--- src/rtl/renderer_pkg.sv ---
// Shared definitions for the cell renderer pipeline: cell mode encodings,
// the default palette layout and where the border entry sits in the palette.
package renderer_pkg;

  typedef enum logic [1:0] {
    MODE_EMPTY = 2'd0,
    MODE_X     = 2'd1,
    MODE_O     = 2'd2,
    MODE_WIN   = 2'd3
  } cell_mode_e;

  // Border entry lives at NUM_MODES + BORDER_ADDR_OFS in the palette.
  localparam int BORDER_ADDR_OFS = 0;

  // Default channel mask {R,G,B}; a set bit means that channel resets to all-ones.
  function automatic logic [2:0] default_mask(input int idx);
    logic [2:0] m;
    case (idx)
      int'(MODE_EMPTY): m = 3'b010;
      int'(MODE_X):     m = 3'b100;
      int'(MODE_O):     m = 3'b001;
      int'(MODE_WIN):   m = 3'b110;
      default:          m = 3'b000;
    endcase
    return m;
  endfunction

endpackage

--- src/rtl/renderer_palette.sv ---
// Writable colour palette: NUM_MODES cell entries plus one border entry,
// asynchronous-reset write port and a combinational read port (read-before-write).
module renderer_palette
  import renderer_pkg::*;
#(
  parameter int COLOR_W   = 4,
  parameter int NUM_MODES = 4,
  parameter int MODE_W    = 2
) (
  input  logic                   clk,
  input  logic                   rst,
  input  logic                   we,
  input  logic [MODE_W:0]        waddr,
  input  logic [3*COLOR_W-1:0]   wdata,
  input  logic [MODE_W:0]        raddr,
  output logic [3*COLOR_W-1:0]   rdata
);

  localparam int ENTRIES = NUM_MODES + BORDER_ADDR_OFS + 1;
  localparam int AW      = MODE_W + 1;

  logic [3*COLOR_W-1:0] mem_r [ENTRIES];

  function automatic logic [3*COLOR_W-1:0] reset_value(input int idx);
    logic [COLOR_W-1:0] f;
    logic [COLOR_W-1:0] h;
    logic [2:0]         m;
    f = {COLOR_W{1'b1}};
    h = f ^ (f >> 1);
    m = default_mask(idx);
    if (idx == NUM_MODES + BORDER_ADDR_OFS) begin
      return {h, h, h};
    end else if (idx < NUM_MODES) begin
      return {(m[2] ? f : {COLOR_W{1'b0}}),
              (m[1] ? f : {COLOR_W{1'b0}}),
              (m[0] ? f : {COLOR_W{1'b0}})};
    end else begin
      return {(3*COLOR_W){1'b0}};
    end
  endfunction

  // Register file: addresses beyond the last entry match nothing and are dropped.
  always_ff @(posedge clk or negedge rst) begin
    if (!rst) begin
      for (int i = 0; i < ENTRIES; i++) begin
        mem_r[i] <= reset_value(i);
      end
    end else begin
      for (int i = 0; i < ENTRIES; i++) begin
        if (we && (waddr == AW'(i))) begin
          mem_r[i] <= wdata;
        end
      end
    end
  end

  // Read mux built as an OR of one-hot selected entries.
  always_comb begin
    rdata = {(3*COLOR_W){1'b0}};
    for (int i = 0; i < ENTRIES; i++) begin
      rdata = rdata | ((raddr == AW'(i)) ? mem_r[i] : {(3*COLOR_W){1'b0}});
    end
  end

endmodule

--- src/rtl/cell_renderer_pipe.sv ---
// Two-stage pixel renderer: palette lookup, highlight inversion and blanking,
// with sync/de aligned to rgb. Define RENDERER_BLINK_EN to blink the highlight.
module cell_renderer_pipe
  import renderer_pkg::*;
#(
  parameter int COLOR_W      = 4,
  parameter int NUM_MODES    = 4,
  parameter int MODE_W       = 2,
  parameter int BLINK_FRAMES = 30
) (
  input  logic                 clk,
  input  logic                 rst,
  input  logic                 de,
  input  logic [1:0]           sync_in,
  input  logic                 frame_start,
  input  logic                 cell_hit,
  input  logic [MODE_W-1:0]    cell_mode,
  input  logic                 highlight,
  input  logic                 pal_we,
  input  logic [MODE_W:0]      pal_addr,
  input  logic [3*COLOR_W-1:0] pal_wdata,
  output logic [3*COLOR_W-1:0] rgb,
  output logic [1:0]           sync_out,
  output logic                 de_out
);

  localparam int AW  = MODE_W + 1;
  localparam int CW3 = 3 * COLOR_W;
  localparam logic [AW-1:0] BORDER_ADDR = AW'(NUM_MODES + BORDER_ADDR_OFS);
  localparam logic [AW-1:0] MODE_LIMIT  = AW'(NUM_MODES);

  logic [AW-1:0]  rd_addr_s;
  logic [CW3-1:0] pal_rdata_s;
  logic [CW3-1:0] color_s;
  logic           blink_on_s;
  logic [CW3-1:0] rgb_next_s;

  logic           de_r;
  logic [1:0]     sync_r;
  logic           hl_r;
  logic           hit_r;
  logic [CW3-1:0] color_r;
  logic [CW3-1:0] rgb_r;
  logic [1:0]     sync_out_r;
  logic           de_out_r;

  renderer_palette #(
    .COLOR_W   (COLOR_W),
    .NUM_MODES (NUM_MODES),
    .MODE_W    (MODE_W)
  ) u_palette (
    .clk   (clk),
    .rst   (rst),
    .we    (pal_we),
    .waddr (pal_addr),
    .wdata (pal_wdata),
    .raddr (rd_addr_s),
    .rdata (pal_rdata_s)
  );

  // Stage-1 colour select; unused mode codes render black.
  always_comb begin
    if (cell_hit) begin
      rd_addr_s = {1'b0, cell_mode};
      color_s   = ({1'b0, cell_mode} >= MODE_LIMIT) ? {CW3{1'b0}} : pal_rdata_s;
    end else begin
      rd_addr_s = BORDER_ADDR;
      color_s   = pal_rdata_s;
    end
  end

  // Stage 1; sync idles high so reset never looks like a sync pulse.
  always_ff @(posedge clk or negedge rst) begin
    if (!rst) begin
      de_r    <= 1'b0;
      sync_r  <= 2'b11;
      hl_r    <= 1'b0;
      hit_r   <= 1'b0;
      color_r <= {CW3{1'b0}};
    end else begin
      de_r    <= de;
      sync_r  <= sync_in;
      hl_r    <= highlight;
      hit_r   <= cell_hit;
      color_r <= color_s;
    end
  end

`ifdef RENDERER_BLINK_EN
  localparam int BCW = $clog2(BLINK_FRAMES + 1);
  localparam logic [BCW-1:0] BLINK_LAST = BCW'(BLINK_FRAMES - 1);

  logic [BCW-1:0] blink_cnt_r;
  logic           blink_phase_r;

  // Frame counter toggling the blink phase every BLINK_FRAMES frames.
  always_ff @(posedge clk or negedge rst) begin
    if (!rst) begin
      blink_cnt_r   <= {BCW{1'b0}};
      blink_phase_r <= 1'b1;
    end else if (frame_start) begin
      if (blink_cnt_r == BLINK_LAST) begin
        blink_cnt_r   <= {BCW{1'b0}};
        blink_phase_r <= ~blink_phase_r;
      end else begin
        blink_cnt_r   <= blink_cnt_r + BCW'(1);
      end
    end
  end

  assign blink_on_s = blink_phase_r;
`else
  logic unused_blink_s;
  assign unused_blink_s = frame_start ^ (BLINK_FRAMES > 0);
  assign blink_on_s     = 1'b1;
`endif

  // Stage-2 colour: blanking wins, border pixels are never inverted.
  always_comb begin
    if (!de_r) begin
      rgb_next_s = {CW3{1'b0}};
    end else if (hl_r && hit_r && blink_on_s) begin
      rgb_next_s = ~color_r;
    end else begin
      rgb_next_s = color_r;
    end
  end

  // Stage 2 output registers.
  always_ff @(posedge clk or negedge rst) begin
    if (!rst) begin
      rgb_r      <= {CW3{1'b0}};
      sync_out_r <= 2'b11;
      de_out_r   <= 1'b0;
    end else begin
      rgb_r      <= rgb_next_s;
      sync_out_r <= sync_r;
      de_out_r   <= de_r;
    end
  end

  assign rgb      = rgb_r;
  assign sync_out = sync_out_r;
  assign de_out   = de_out_r;

endmodule

--- config.mk ---
export PLATFORM = sky130hd
export DESIGN_NAME = cell_renderer_pipe
export DESIGN_NICKNAME = d
export VERILOG_FILES = /design/src/rtl/renderer_pkg.sv /design/src/rtl/renderer_palette.sv /design/src/rtl/cell_renderer_pipe.sv
export SDC_FILE = /design/constraint.sdc
export NUM_CORES = 1
export LEC_CHECK = 0
export CAP_MARGIN = 20
export CELL_PAD_IN_SITES_DETAIL_PLACEMENT = 1
export CELL_PAD_IN_SITES_GLOBAL_PLACEMENT = 2
export CORE_UTILIZATION = 32
export DETAILED_ROUTE_END_ITERATION = 12
export DONT_BUFFER_PORTS = 1
export GPL_ROUTABILITY_DRIVEN = 0
export HOLD_SLACK_MARGIN = 0.08
export PLACE_DENSITY_LB_ADDON = 0.1
export SLEW_MARGIN = 20
export SYNTH_ARGS = -nofsm -noshare
export SYNTH_HDL_FRONTEND = slang
export SYNTH_SLANG_ARGS = --single-unit
--- constraint.sdc ---
create_clock -name clk -period 2.9 [get_ports clk]
set_clock_uncertainty 0.15 [all_clocks]
set_input_delay 0.145 -clock clk [delete_from_list [all_inputs] [get_ports clk]]
set_output_delay 0.145 -clock clk [all_outputs]
set_load 0.005 [all_outputs]
* After elaboration in Yosys (flattened, before gate mapping)
Cells that the tools add are included.
** Storage, ports and cells
- Bits in registers :: 92
- Bits in latches :: 0
- RAM bits :: 0
- Bits in read-only memories :: 0
- Word-level logic and storage cells :: 42
- Memories :: 0
** Operators by class
- Add/subtract/negate cells :: 0
- $mul :: 0
- Div/mod/pow operators :: 0
- Order comparisons :: 0
- Eq/ne operators :: 8
- Shift operators :: 0
- Mux-type cells :: 8
- Bitwise operators :: 5
- Reductions and logical operators :: 8
** Operators by type and width (count)
- $mux W12 :: 7
- $or A12 B12 Y12 :: 4
- $eq A3 B2 Y1 const B :: 4
- $not A12 Y12 :: 1
- $eq A3 B1 Y1 const B :: 2
- $eq A3 B3 Y1 const B :: 2
- $logic_and A1 B1 Y1 :: 6
- $logic_not A3 Y1 :: 2
- $mux W3 :: 1

* Longest topological paths before layout
- Depth in word-level cells :: 7
- Depth in mapped cells :: 5
- Gate-level depth less buffers :: 3

* Hierarchy
Synthesis repeated with hierarchy kept, for this count alone.
** Second synthesis, totals
- Cell total of the unflattened synthesis :: 271
- Area total of the unflattened synthesis :: 3908.7 µm²
** By module, submodules not included
- renderer_palette :: instances 1, cells an instance 194, area an instance 2796.4 µm², seq. area each 1530.2 µm²
- cell_renderer_pipe :: instances 1, cells an instance 77, area an instance 1112.3 µm², seq. area each 805.8 µm²

* Worst setup path after synthesis
Ideal clock, no wire load.
- Path kind :: reg2reg
- Start :: register u_palette.mem_r[13] in the netlist's numbering
- End :: register color_r[1]
- Arrival time :: 1052 ps
- Required time :: 2625 ps
- Path slack :: 1573 ps
- Stages on the path, launching flop included :: 3
- Path buffers :: 0
- Period minus slack after synthesis :: 1327 ps
- Cell sequence :: dfrtp_1 -> mux4_2 -> mux2_4
** Between the ends
- Word-level cells in the longest chain between the ends :: 3
** Ends and longest elaborated chain
- start: declaration :: RTL line renderer_palette.sv:22 : logic [3*COLOR_W-1:0] mem_r [ENTRIES];
- start signal: indexed assignment :: RTL line renderer_palette.sv:46 : mem_r[i] <= reset_value(i);
- start signal: indexed assignment :: RTL line renderer_palette.sv:51 : mem_r[i] <= wdata;
- $mux W12 :: RTL line renderer_palette.sv:61 : rdata = rdata | ((raddr == AW'(i)) ? mem_r[i] : {(3*COLOR_W){1'b0}});
- $or A12 B12 Y12 (2 in series) :: RTL line renderer_palette.sv:61
- via color_s[1] :: RTL line cell_renderer_pipe.sv:34 : logic [CW3-1:0] color_s;
- end signal: assignment :: RTL line cell_renderer_pipe.sv:79 : color_r <= {CW3{1'b0}};
- end signal: assignment :: RTL line cell_renderer_pipe.sv:85 : color_r <= color_s;
- end: declaration :: RTL line cell_renderer_pipe.sv:42 : logic [CW3-1:0] color_r;
The timed path passes the listed nets, and every way through them passes these cells.
A chain may end at the register's enable or synchronous reset.

* Worst setup path after layout
Ends and elaborated chain as after synthesis.

==> flow_metrics.py <==
metrics = {
    "floorplan": {
        "rows": 40,
        "start_util_pct": 32.8,
        "die_area_mm2": 0.0127,
        "die_w_um": 113,
        "core_mm2": 0.0120,
        "die_y_um": 113,
        "io_pins": 41,
    },
    "worst_setup_path": {
        "r2r_start": "u_palette.mem_r[13]",
        "cp.required_ns": 2.98,
        "end_kind": "flop",
        "crit_start": "u_palette.mem_r[13]",
        "start_kind": "flop",
        "rr_worst_depth": 3,
        "cp.arrival_ns": 2.00,
        "critical_path.max_fanout": 2,
        "path_class": "reg -> reg",
    },
    "routing": {
        "avgRoutedWirePerCell_um": 19.7,
        "wl_um": 8340,
        "drc": 0,
        "drt_iter0_markers": 65,
        "vias_per_cell": 4.83,
        "dr.pass1.iters": 4,
        "antenna_left": 0,
        "vias": 2045,
    },
    "sta": {
        "fmax_mhz": 522,
        "slew_violations": 0,
        "fin_tns_setup_ns": 0,
        "finalSetupViolations": 0,
        "period_minus_slack_ns": 1.92,
        "rsz0062_at_grt": "false",
        "slew_headroom_pct": 39.0,
        "worst_pin_slew_ns": 0.912,
        "hold_violations": 0,
        "fin_crit_sh_pct": 66.1,
    },
    "synth": {
        "synth_top_family_by_area": "multiplexers",
        "synth_nets": 274,
        "ys_ff_latch": 92,
        "yosys.area_share.adder_pct": 0,
        "synth_top_cell_by_area": "dfrtp_1",
        "synth_warnings": 0,
        "synth-compound-area-share_pct": 4.56,
        "synth_cell_types": 24,
        "synth-xor-area-share_pct": 2.68,
        "synth_area_leaders": "dfrtp_1 (41%), dfstp_2 (18%), mux2_4 (16%), mux2_1 (2.9%), mux2_2 (2.9%)",
        "synthMuxAreaShare_pct": 24.8,
        "synth_simple_gate_area_share_pct": 5.55,
        "synth_area_per_cell_um2": 15.8,
        "netlist_instances": 248,
        "synth.top_cell.area_share_pct": 41.5,
        "yosysSeqAreaShare_pct": 59.6,
        "syn_area_mm2": 0.00392,
    },
    "final_layout": {
        "area_growth_pct": 17.0,
        "stdcell_count": 423,
        "antenna_cells": 0,
        "drive_above_1_share_pct": 37.3,
        "fillers": 1201,
        "multi_input_area_mm2": 0.00148,
        "seqCellArea_mm2": 0.00234,
        "layout.nets": 297,
    },
    "clock_tree": {
        "path_clk_slew_ns": 0.06,
        "hold_buffers": 22,
        "clock_latency_ns": 0.34,
        "htreeDepth": 3,
        "cts_setup_buffers": 0,
        "clock_sinks": 92,
        "root_buffer": "clkbuf_16",
        "cts_buffers": 9,
        "cts_tree": "built",
        "postCtsResizedCells": 0,
        "clk_path_buf_depth": 2,
    },
    "place": {
        "port_buffers": 0,
        "placedCellCount": 385,
        "dpl.hpwl_um": 4810,
    },
    "global_route": {
        "grt_pass1_vias": 2288,
        "grt_max_degree": 93,
        "grt_pass1_wl_um": 13700,
        "grt.overflow.total": 0,
        "grt_antenna_before_repair": 0,
        "grt_use_total_pct": 15.0,
    },
    "run_status": {
        "status": "finished, final reports clean",
    },
    "power_and_ir_drop": {
        "irDropWorstVdd_v": 0.000243,
        "powerDensity_mw_per_mm2": 760,
        "cellLeakagePower_nw": 1.96,
    },
    "hold_path": {
        "hold_path_depth": 3,
        "min-delay-start": "pal_addr[1]",
        "hold_path_class": "in -> reg",
    },
    "job": {
        "drv_cap": 0,
    },
}
[state kept, by name, summed over array words and instances (netlist names)]
signal / cells
rgb: 12
sync_r: 2
u_palette.mem_r: 60
color_r: 12
sync_out: 2
hit_r: 1
hl_r: 1
de_r: 1
de_out: 1
[synth_stat cells]
cell       n
nor4b_4    1
mux4_2     1
dfrtp_1   65
mux2i_1   11
o211ai_1  11
clkbuf_1   4
nand2_1   14
mux2_2    10
xnor2_1   12
mux2_1    10
mux2_4    41
buf_2      4
a32oi_1   11
buf_4      1
nand4b_1   1
inv_1      2
and2_1    12
buf_6      4
nor3_2     1
buf_8      1
and3b_1    1
dfstp_2   27
and4bb_4   2
nor2b_1    1
[metrics by stage]
| step | setup slack [ns] | hold slack [ns] | power (W) | utilization, % | area [µm²] |
|---|---|---|---|---|---|
| floorplan | 1.57 | -0.301 | 0.00209 | - | 3920 |
| global placement | 1.50 | -0.298 | 0.00217 | 33.7 | 4030 |
| detailed placement | 1.51 | -0.297 | 0.00219 | 33.7 | 4030 |
| CTS | 0.974 | 0.101 | 0.00355 | 38.4 | 4590 |
| global route | 0.925 | 0.112 | 0.00367 | 38.4 | 4590 |
| finish | 0.984 | 0.104 | 0.00349 | 38.4 | 4590 |
[worst paths after layout]
check / to / slack (ns)
setup / recovery: color_r[1] / 0.98
hold / removal: u_palette.mem_r[0] / 0.10
setup reg to reg: color_r[1] / 0.98
hold reg to reg: sync_out[1] / 0.21
max in group asynchronous: u_palette.mem_r[20] / 1.98
min in group asynchronous: u_palette.mem_r[37] / 0.24
[where the power goes]
| part | internal, W | total, W | switching, W | leakage, nW |
|---|---|---|---|---|
| combinational | 0.000327 | 0.000504 | 0.000178 | 0.725 |
| sequential | 0.00159 | 0.00173 | 0.000134 | 1.08 |
| clock | 0.000774 | 0.00126 | 0.000485 | 0.159 |
[placed cells by master, fill, tap and decap left out, drive strengths merged]
master | Yosys | layout
nor3 | 1 | 1
and3b | 1 | 1
and2 | 12 | 12
mux2 | 61 | 61
inv | 2 | 2
a32oi | 11 | 11
nand4b | 1 | 1
dlygate4sd3 | 0 | 21
nand2 | 14 | 14
nor2b | 1 | 1
clkbuf | 4 | 11
clkinv | 0 | 3
o211ai | 11 | 11
dfstp | 27 | 27
dfrtp | 65 | 65
mux2i | 11 | 11
bufinv | 0 | 2
mux4 | 1 | 1
and4bb | 2 | 2
buf | 10 | 5
nor4b | 1 | 1
xnor2 | 12 | 12
[worst max-delay path, cell delays in order, from the launching register on]
cell and delay, ns:
dfrtp_1 0.38, mux4_2 0.46, dlygate4sd3_1 0.56, mux2_4 0.25
[layout make-up]
class,instances,area share (%)
clock buffers,11,5.29
clock inverters,5,1.64
inverters,2,0.164
multi-input cells,140,32.2
flip-flops and latches,92,50.9
well taps,147,4.01
repair buffers,26,5.84
[metal layers]
layer	track usage, %	up-vias	wire length (µm)	share of wire [%]
li1	-	927	-	-
met1	19.8	1071	4000	48
met3	3.21	14	200	2.4
met2	22.7	33	3920	47
met4	8.80	0	219	2.6
met5	0	-	0	0
[logic make-up after synthesis]
kind of cell,count (synthesis)
DFF,92
muxes,73
and+or+nand+nor,33
AOI/OAI and AO/OA,22
buffers and inverters,16
xor gates and xnor gates,12
No activity file was read; power rests on OpenSTA's default activity.
